### src/rtl/reset_sequencer.sv
// Reset sequencer: holds every subsystem in reset after the system reset, then
// releases the stages one at a time in index order, each waiting for the
// previous stage to report ready. A stage that never becomes ready, or a ready
// that drops after the sequence completes, latches a sticky fault. soft_rst
// restarts the whole sequence from the hold phase.
module reset_sequencer #(
  parameter int NUM_STAGES     = 3,
  parameter int HOLD_CYCLES    = 16,
  parameter int GAP_CYCLES     = 4,
  parameter int TIMEOUT_CYCLES = 1024
) (
  input  logic                  clk,
  input  logic                  rst_n,
  input  logic                  soft_rst,
  input  logic [NUM_STAGES-1:0] stage_ready,
  output logic [NUM_STAGES-1:0] stage_rst,
  output logic                  sys_ready,
  output logic                  fault,
  output logic [2:0]            fault_stage
);

  localparam int MAX_HG  = (HOLD_CYCLES > GAP_CYCLES) ? HOLD_CYCLES : GAP_CYCLES;
  localparam int MAX_CYC = (MAX_HG > TIMEOUT_CYCLES) ? MAX_HG : TIMEOUT_CYCLES;
  localparam int CNT_W   = $clog2(MAX_CYC) + 1;

  localparam logic [CNT_W-1:0] HOLD_LAST = CNT_W'(HOLD_CYCLES - 1);
  localparam logic [CNT_W-1:0] GAP_LAST  = CNT_W'(GAP_CYCLES - 1);
  localparam logic [CNT_W-1:0] TO_LAST   = CNT_W'(TIMEOUT_CYCLES - 1);
  localparam logic [2:0]       LAST_IDX  = 3'(NUM_STAGES - 1);

  typedef enum logic [2:0] {
    S_HOLD,
    S_WAIT,
    S_GAP,
    S_RUN,
    S_FAULT
  } state_t;

  state_t                  state_q, state_d;
  logic [CNT_W-1:0]        cnt_q, cnt_d;
  logic [2:0]              idx_q, idx_d;
  logic [NUM_STAGES-1:0]   stage_rst_d;
  logic                    sys_ready_d;
  logic                    fault_d;
  logic [2:0]              fault_stage_d;
  logic [7:0]              ready_ext;

  // Widen to 8 bits so the 3-bit stage index always selects in range.
  assign ready_ext = 8'(stage_ready);

  // Deassert one stage's reset, leaving all others untouched.
  function automatic logic [NUM_STAGES-1:0] clear_bit(input logic [NUM_STAGES-1:0] v,
                                                      input logic [2:0] i);
    logic [7:0] e;
    e    = 8'(v);
    e[i] = 1'b0;
    return e[NUM_STAGES-1:0];
  endfunction

  // Lowest-numbered stage whose ready is low.
  function automatic logic [2:0] lowest_low(input logic [NUM_STAGES-1:0] v);
    logic [2:0] r;
    r = '0;
    for (int i = NUM_STAGES - 1; i >= 0; i--) begin
      if (!v[i]) r = 3'(i);
    end
    return r;
  endfunction

  // State, counter, index and registered outputs.
  // NOTE: sequential state uses non-blocking assignments so every register
  // samples the pre-edge values computed by the combinational block.
  always_ff @(posedge clk or negedge rst_n) begin
    if (!rst_n) begin
      state_q     <= S_HOLD;
      cnt_q       <= '0;
      idx_q       <= '0;
      stage_rst   <= '1;
      sys_ready   <= 1'b0;
      fault       <= 1'b0;
      fault_stage <= '0;
    end else begin
      state_q     <= state_d;
      cnt_q       <= cnt_d;
      idx_q       <= idx_d;
      stage_rst   <= stage_rst_d;
      sys_ready   <= sys_ready_d;
      fault       <= fault_d;
      fault_stage <= fault_stage_d;
    end
  end

  // Next-state and next-output logic; soft_rst overrides every transition.
  always_comb begin
    // NOTE: every variable gets a default first so no path infers a latch.
    state_d       = state_q;
    cnt_d         = cnt_q;
    idx_d         = idx_q;
    stage_rst_d   = stage_rst;
    sys_ready_d   = sys_ready;
    fault_d       = fault;
    fault_stage_d = fault_stage;

    if (soft_rst) begin
      state_d       = S_HOLD;
      cnt_d         = '0;
      idx_d         = '0;
      stage_rst_d   = '1;
      sys_ready_d   = 1'b0;
      fault_d       = 1'b0;
      fault_stage_d = '0;
    end else begin
      unique case (state_q)
        S_HOLD: begin
          if (cnt_q == HOLD_LAST) begin
            state_d     = S_WAIT;
            cnt_d       = '0;
            stage_rst_d = clear_bit(stage_rst, 3'd0);
          end else begin
            cnt_d = cnt_q + CNT_W'(1);
          end
        end
        S_WAIT: begin
          if (ready_ext[idx_q]) begin
            cnt_d = '0;
            if (idx_q == LAST_IDX) begin
              state_d     = S_RUN;
              sys_ready_d = 1'b1;
            end else begin
              state_d = S_GAP;
            end
          end else if (cnt_q == TO_LAST) begin
            state_d       = S_FAULT;
            cnt_d         = '0;
            stage_rst_d   = '1;
            sys_ready_d   = 1'b0;
            fault_d       = 1'b1;
            fault_stage_d = idx_q;
          end else begin
            cnt_d = cnt_q + CNT_W'(1);
          end
        end
        S_GAP: begin
          if (cnt_q == GAP_LAST) begin
            state_d     = S_WAIT;
            cnt_d       = '0;
            idx_d       = idx_q + 3'd1;
            stage_rst_d = clear_bit(stage_rst, idx_d);
          end else begin
            cnt_d = cnt_q + CNT_W'(1);
          end
        end
        S_RUN: begin
          if (!(&stage_ready)) begin
            state_d       = S_FAULT;
            cnt_d         = '0;
            stage_rst_d   = '1;
            sys_ready_d   = 1'b0;
            fault_d       = 1'b1;
            fault_stage_d = lowest_low(stage_ready);
          end
        end
        S_FAULT: begin
          state_d = S_FAULT;
        end
        default: begin
          state_d = S_HOLD;
        end
      endcase
    end
  end

endmodule

### config.mk
export PLATFORM = sky130hd
export DESIGN_NAME = reset_sequencer
export DESIGN_NICKNAME = d
export VERILOG_FILES = /design/src/rtl/reset_sequencer.sv
export SDC_FILE = /design/constraint.sdc
export NUM_CORES = 1
export LEC_CHECK = 0
export ABC_AREA = 1
export BUFFER_PORTS_ARGS = -buffer_cell sky130_fd_sc_hd__buf_4
export CAP_MARGIN = 20
export CORE_UTILIZATION = 50
export CTS_CLUSTER_SIZE = 28
export DETAILED_ROUTE_END_ITERATION = 6
export GPL_ROUTABILITY_DRIVEN = 0
export GPL_TIMING_DRIVEN = 0
export PLACE_DENSITY = 0.71
export REMOVE_ABC_BUFFERS = 1
export SYNTH_ARGS = -nofsm -noshare
export SYNTH_HDL_FRONTEND = slang
export SYNTH_SLANG_ARGS = --single-unit
### constraint.sdc
create_clock -name clk -period 1.68 [get_ports clk]
set_input_delay 0.084 -clock clk [delete_from_list [all_inputs] [get_ports clk]]
set_output_delay 0.084 -clock clk [all_outputs]
set_load 0.01 [all_outputs]
==> results of run 1 <==
worst max-delay path, delay by kind of cell, from the launching register on:
family	cells	cell delay, ps
DFF	1	440
AOI/OAI and AO/OA	1	160
and+or+nand+nor	6	500
adders and majority gates	1	170
buffers and inverters	3	190
layout by cell type, fill, tap and decap left out, types with 2 or more instances in the layout:
cell type,n
sky130_fd_sc_hd__nand3_2,5
sky130_fd_sc_hd__nand4_1,5
sky130_fd_sc_hd__o21ai_1,9
sky130_fd_sc_hd__o21ai_0,12
sky130_fd_sc_hd__inv_2,9
sky130_fd_sc_hd__dfrtp_1,21
sky130_fd_sc_hd__nand3_1,25
sky130_fd_sc_hd__nor3_2,2
sky130_fd_sc_hd__a21oi_1,7
sky130_fd_sc_hd__inv_1,24
sky130_fd_sc_hd__nand3_4,2
sky130_fd_sc_hd__xor2_1,3
sky130_fd_sc_hd__dfstp_2,3
sky130_fd_sc_hd__nor2_4,4
sky130_fd_sc_hd__xnor2_1,2
sky130_fd_sc_hd__nor3_1,3
sky130_fd_sc_hd__nor2_2,3
sky130_fd_sc_hd__nand2_2,5
sky130_fd_sc_hd__ha_1,2
sky130_fd_sc_hd__buf_4,19
sky130_fd_sc_hd__nand2_1,56
sky130_fd_sc_hd__nor2_1,23
sky130_fd_sc_hd__clkbuf_4,3
worst max path at each step:
| stage | from | to | slack [ps] | depth (start not counted) |
|---|---|---|---|---|
| 6_report | cnt_q[1] | state_q[1] | 130 | 11 |
| 5_1_grt | idx_q[0] | state_q[1] | -10 | 9 |
| 2_1_floorplan | cnt_q[0] | state_q[1] | 220 | 11 |
| 3_3_place_gp | cnt_q[0] | state_q[1] | 40 | 11 |
| 4_1_cts | cnt_q[0] | state_q[1] | 30 | 11 |
| 3_5_place_dp | cnt_q[0] | state_q[1] | 20 | 11 |
repair_timing:
item                                   in CTS  in global routing
setup endpoints to repair                   1                 18
resized for setup                           1                  4
buffers inserted                            0                  6
pin swaps                                   0                  4
endpoints found under the hold margin      25                  0
hold buffers                                1                  0
layout make-up:
type / instances / area, sq um
tap: 46 / 57.6
fill: 321 / 1360
clock inverter: 1 / 5.00
sequential: 25 / 631
inverter: 33 / 124
timing repair buffer: 20 / 153
multi-input combinational: 177 / 985
clock buffer: 3 / 22.5
kinds of logic after synthesis:
family / Yosys count / share of synthesized area
AO/OA/AOI/OAI: 34 / 0.111
buffers and inverters: 35 / 0.0809
AND/OR/NAND/NOR: 135 / 0.398
flip-flops: 25 / 0.363
XOR/XNOR: 5 / 0.0253
adder cells (fa/ha/maj): 3 / 0.0217
registers in the layout (all words and copies together), names as in the netlist:
signal	flops
fault_stage	3
stage_rst	3
idx_q	3
fault	1
sys_ready	1
state_q	3
cnt_q	11
power by group through the flow:
stage / Combinational, mW / Sequential (mW) / Clock, mW
2_1_floorplan: 0.850 / 0.936 / 0
3_3_place_gp: 1.18 / 0.921 / 0
3_5_place_dp: 1.20 / 0.925 / 0
4_1_cts: 1.21 / 0.913 / 0.295
5_1_grt: 1.45 / 0.947 / 0.311
6_report: 1.29 / 0.920 / 0.281
layer usage:
layer | global-route usage | wire (um) | up-vias
li1 | - | - | 815
met1 | 0.347 | 1890 | 704
met2 | 0.289 | 1580 | 39
met3 | 0.0341 | 186 | 5
met4 | 0.0584 | 44 | 0
met5 | 0 | 0 | -
stage by stage:
step	std cells	hold WS [ps]	TNS, ps	utilization	area (sq um)
after floorplan	235	-212	0	-	1720
after global placement	294	6.01	0	0.561	1870
after detailed placement	294	9.75	0	0.561	1870
after CTS	299	48.6	0	0.573	1910
after global routing	305	54.4	-11.4	0.592	1980
final	305	53.7	0	0.592	1980
==> out/results.txt, run 1 <==
The run finished with clean final reports. In this run, the number of DRC markers left after iteration 0 of detailed routing was 89. The tools report the overall track demand over capacity in global routing as 0.215.

Number of storage elements in the synthesis netlist: 25. For the pin with the worst max-slew slack, the measured transition is 344 ps. The endpoint identified for the worst register-to-register timing path is state_q[1].

The via count of the first global-routing pass is 1273, and the final antenna diode count is 0. Detailed routing inserted a total of 1563 vias. Synthesis handed over a netlist of 237 instances. From bottom edge to top edge, the die measures 60.9 um. Summed over all nets, the switching power comes to 1.13 mW. Top flip-flop cell by instance count after synthesis: sky130_fd_sc_hd__dfrtp_1. In this run the mean area of a mapped cell was 7.31 sq um.

Data on the critical path arrives at its endpoint at 1790 ps. Internal cell power: 1.36 mW. The Yosys step of the flow raised 0 warnings. The detail route stage leaves a number of antenna-violating nets equal to 0. Entering global routing, the biggest net connects 26 pins. The tree is rooted in a sky130_fd_sc_hd__clkbuf_4. Category of the critical setup timing path: flop to flop.

The run gives 0 as the initial antenna violation count. The top cell type's share of synthesized area was 0.318. The first TritonRoute pass finished after 4 iterations.

The tightest min-delay check is of the input pin to flop type. The worst voltage drop across the vdd grid was 747 uV; the sequential power share was 0.370. Of all cell types, the one taking the most synthesized area is sky130_fd_sc_hd__dfrtp_1. In the synthesized netlist, the cells that appear most often are sky130_fd_sc_hd__nand2_1 (56), sky130_fd_sc_hd__nand3_1 (26), sky130_fd_sc_hd__inv_1 (24). CTS saw 25 sinks. Traced cell by cell, the critical path runs through ha_4 > inv_1 > nor2_4 > nand3_2 > nand2_2 > inv_2 > nand2_1 > nand2_1 > inv_2 > nand2_2 > a21o_1. The layout overhead on the synthesized area came out at 14.2%. The power per standard cell area is 1260 mW/mm^2. Reported leakage power: 0.950 nW. Yosys instantiated no cell more often than sky130_fd_sc_hd__nand2_1. The critical path's largest stage delay is 440 ps. The net switching fraction of the power is 0.453, and the setup slack after layout is 126 ps. Final worst-path cycle share: 0.925.

The library cell contributing the largest single delay on the critical path was sky130_fd_sc_hd__dfrtp_1. For the pre-CTS setup slack, the log shows 18.5 ps. The number of nets in the layout was 269. The logs give 0 for the final count of hold timing violations and 14 for the count of boundary I/O pins. For the total half-perimeter wirelength after legalization and detailed placement, the log shows 2680 um. The cell row count is 21.

The run gives 0.00334 sq mm as the core area. The worst hold path terminates at fault_stage[1]. Static timing analysis puts the maximum clock frequency at 644 MHz. In this run, synthesis inferred 0 flip-flops with an integrated enable. For the die area, the log shows 0.00370 sq mm.

The first global-routing pass estimated 5920 um of wire. Setup violations remaining at the end of the flow were counted as 0. Of all nets on the critical path, the largest fanout is 3. The die is 60.9 um wide. Clock-pin slew was measured on the worst setup and hold paths at 140 ps.

The tools report the critical path launch point type as a flop. The source of the worst register-to-register timing path was cnt_q[1]. For the largest clock skew in the final design, the log shows 2.33 ps.

The insertion delay of the later-clocked pin in the worst-skew pair is 330 ps, and the count of buffers from port buffering is 13. Counting cells, the worst reg-to-reg path comes to 11. For the worst path required time, the log shows 1920 ps.

Sorting the synthesized cells by area gives the leading types as sky130_fd_sc_hd__dfrtp_1 (32%), sky130_fd_sc_hd__nand2_1 (12%), sky130_fd_sc_hd__nand3_1 (7.5%). The clock period could shrink to 1550 ps. The overall power is 2.49 mW.

Using the TritonRoute via totals, the vias-per-cell ratio works out to 5.12. The run gives 3 as the clock buffer count from CTS. The tools report the startpoint of the lowest-slack hold path as stage_ready[2].

The worst reg-to-reg setup slack was 130 ps; the proportion of power drawn by combinational gates was 0.518. The maximum number of buffers from clock root to sink is 2, and the fraction of the yosys area taken by sequential cells is 0.363. The number of remaining DRC errors is 0, and the average wire length per cell after detail routing is 12.1 um. Along the worst hold path, the cell count comes to 4. The cell area that synthesis handed to floorplanning was 0.00173 sq mm. The share of layout cells above drive strength 1 came out at 0.243.

The category of the worst setup path capture point is a flop. The total overflow left after global routing is 0. Clock share of power: 0.113. The logs give 3700 um for the wire length after detailed routing and 0.519 for the effective utilization at floorplan.

The total count of max-transition violations in the final report is 0, and the count of distinct cell types in the synthesized netlist is 31. The headroom to the max-slew limit is 0.768. TritonCTS built the clock tree. The CTS H-tree depth came out at 1.

Across the run, the number of max-cap violations was 0. The fraction of registers with async set/reset works out to 1.00.
No activity file was read; power rests on OpenSTA's default activity.
==> run 2, diff against run 1 <==
==> constraint.sdc (replaced) <==
create_clock -name clk -period 1.73 [get_ports clk]
set_input_delay 0.0865 -clock clk [delete_from_list [all_inputs] [get_ports clk]]
set_output_delay 0.0865 -clock clk [all_outputs]
set_load 0.01 [all_outputs]
==> run 2 against run 1 <==
Effect of this change: critical path depth decreased by 3; clock skew about the same; die area unchanged; design area decreased by 2.2%; cell count decreased by 1.6%; largest power group unchanged; sequential cell count did not move.
==> out/results.txt, run 2 (synthesis gave the netlist of run 1 again) <==
Setup total negative slack on the finished layout was measured at 0 ps. The number of flip-flops in the largest register was 11. The library cell used most frequently in the layout, excluding fill and tap cells, is sky130_fd_sc_hd__nand2_1. The logs give 2 for the maximum number of buffers from clock root to sink and 719 uV for the worst voltage drop across the vdd grid. In this run the critical register-to-register path is captured at cnt_q[5]. For the CTS H-tree depth, the log shows 1. The final cell utilization of the core is 0.579, and the global-route wire length before repair is 5920 um. Based on the critical path, the design can be clocked at up to 628 MHz. The analysis attributes to cell leakage a power of 0.927 nW.

STA puts the critical path data required time at 1990 ps. The average wire length per cell after detail routing is 12.1 um, and the die extent in x is 60.9 um. Pin placement for this block handled 14 I/O pins. The clock transition time at the flip-flop clock pins of the worst setup and hold paths is 140 ps, and the cell depth of the worst hold path is 4.

Number of vias in the routed layout: 1531. In this run the worst path has a maximum fanout of 5. Clock skew on the completed layout was measured at 2.29 ps.

For the initial antenna violation count, the log shows 0. At the pin with the least slew margin, the transition time is 337 ps. For the via count of the first global-routing pass, the log shows 1273. Max-cap violations in this run came to 0. In the layout the commonest cells are sky130_fd_sc_hd__nand2_1 (56), sky130_fd_sc_hd__nand3_1 (26), sky130_fd_sc_hd__inv_1 (24). During placement, the flow inserted port buffers numbering 13. The final antenna diode count is 0. Counting flops per register, the top entry is cnt_q.

The worst hold path begins at stage_ready[2]. The tree is rooted in a sky130_fd_sc_hd__clkbuf_4. The logs give 0.519 for the effective utilization at floorplan and 3620 um for the wire length after detailed routing. Setup repair after global routing left no endpoint under its margin. The core region is 0.00334 sq mm. The tools report the total half-perimeter wirelength after legalization and detailed placement as 2680 um. Source of the worst register-to-register timing path: cnt_q[1]. For flop-to-flop paths, the worst setup slack is 140 ps.

After detailed routing, the number of vias per cell comes to 5.10. The tools report the die area as 0.00370 sq mm. Clock buffer count from CTS: 3. The area growth from synthesis to layout is 11.6%. The final antenna-violating net count was 0. The number of nets in the layout was 264. Minimum period implied by the final worst setup slack: 1590 ps. The overall track demand over capacity in global routing is 0.215, and the detailed-routing iteration count for the pre-antenna-repair pass is 4.

The total overflow left after global routing is 0. The height of the die came out at 60.9 um. The worst setup path is captured at a flop. The flow ran to the end, and the final reports show no timing, DRC or antenna violations. Data on the critical path arrives at its endpoint at 1850 ps. Critical path launch point type: a flop. The logs give 320 ps for the insertion delay of the later-clocked pin in the worst-skew pair and 329 for the filler cell count.

The final count of hold timing violations was 0. Counting cells, the worst reg-to-reg path comes to 8. Clock tree synthesis found a total of 25 sinks. The cell row count came out at 21.

The run gives 0 as the setup violation total in the final timing report. The power per standard cell area is 1220 mW/mm^2, and the total count of max-transition violations in the final report is 0. For this run, design rule violations remaining after detail routing come to 0. The category of the critical setup timing path was flop to flop. Endpoint of the worst hold path: fault_stage[1]. The headroom to the max-slew limit was 0.773; the first-iteration detailed-routing DRC count was 84. The final worst-path cycle share came out at 0.921.

TritonCTS built the clock tree. Pin count of the biggest net entering global routing: 26. The class of the tightest hold or removal check was input pin to flop. Share of layout cells above drive strength 1: 0.220.
run 2: changes by cell type in the layout (fill, tap and decap cells not counted):
cell / before / now
sky130_fd_sc_hd__nand3_1: 25 / 26
sky130_fd_sc_hd__nand3_2: 5 / 4
sky130_fd_sc_hd__buf_4: 19 / 14
sky130_fd_sc_hd__dfrtp_2: 1 / 0
sky130_fd_sc_hd__dfrtp_1: 21 / 22
run 2: report_power, final:
part | switching (mW) | internal (mW)
clock network | 0.180 | 0.0867
registers | 0.139 | 0.755
logic | 0.749 | 0.451
run 2: what timing repair did:
| action | in CTS | in global routing |
|---|---|---|
| endpoints found under the hold margin | 25 | 0 |
| buffers inserted | 0 | 1 |
| hold buffers | 1 | 0 |
| endpoints found under the setup margin | 0 | 17 |
| gates resized for setup | 0 | 3 |
run 2: worst max-delay path, cell delays in order (launching register included):
cell                      delay (ps)
sky130_fd_sc_hd__dfrtp_1         440
sky130_fd_sc_hd__ha_4            190
sky130_fd_sc_hd__inv_1           120
sky130_fd_sc_hd__nor2_1           60
sky130_fd_sc_hd__nand2_1         130
sky130_fd_sc_hd__nand2_2         100
sky130_fd_sc_hd__nand3_1         200
sky130_fd_sc_hd__nand3_4         140
sky130_fd_sc_hd__a21oi_1         150
run 2: worst max-delay path by stage:
stage / end / slack [ps] / startpoint
2_1_floorplan: state_q[1] / 270 / cnt_q[0]
3_3_place_gp: state_q[1] / 90 / cnt_q[0]
3_5_place_dp: state_q[1] / 70 / cnt_q[0]
4_1_cts: state_q[1] / 40 / cnt_q[0]
5_1_grt: cnt_q[4] / 7 / state_q[1]
6_report: cnt_q[5] / 140 / cnt_q[1]
run 2: per-stage QoR:
step / hold slack [ps] / instance area, sq um / cells / worst slack [ps] / total power [mW]
after floorplan: -209 / 1720 / 235 / 267 / 1.73
after global placement: 8.51 / 1870 / 294 / 86.2 / 2.04
after detailed placement: 12.3 / 1870 / 294 / 68.5 / 2.06
after CTS: 51.1 / 1910 / 299 / 43.8 / 2.34
after global routing: 56.6 / 1930 / 300 / 6.57 / 2.58
final: 61.8 / 1930 / 300 / 136 / 2.36
run 2: per-layer routing:
layer  wire length, um  global-route usage
met4                40              0.0584
met5                 0                   0
met1              1830               0.347
met3               190              0.0341
met2              1560               0.289
run 2: layout make-up:
cell class                      count  area (sq um)  share of cell area
Clock buffer                        3          22.5              0.0117
Timing Repair Buffer               15           115              0.0595
Tap cell                           46          57.6              0.0298
Inverter                           33           124              0.0641
Clock inverter                      1          5.00             0.00259
Multi-Input combinational cell    177           980               0.507
Sequential cell                    25           629               0.326
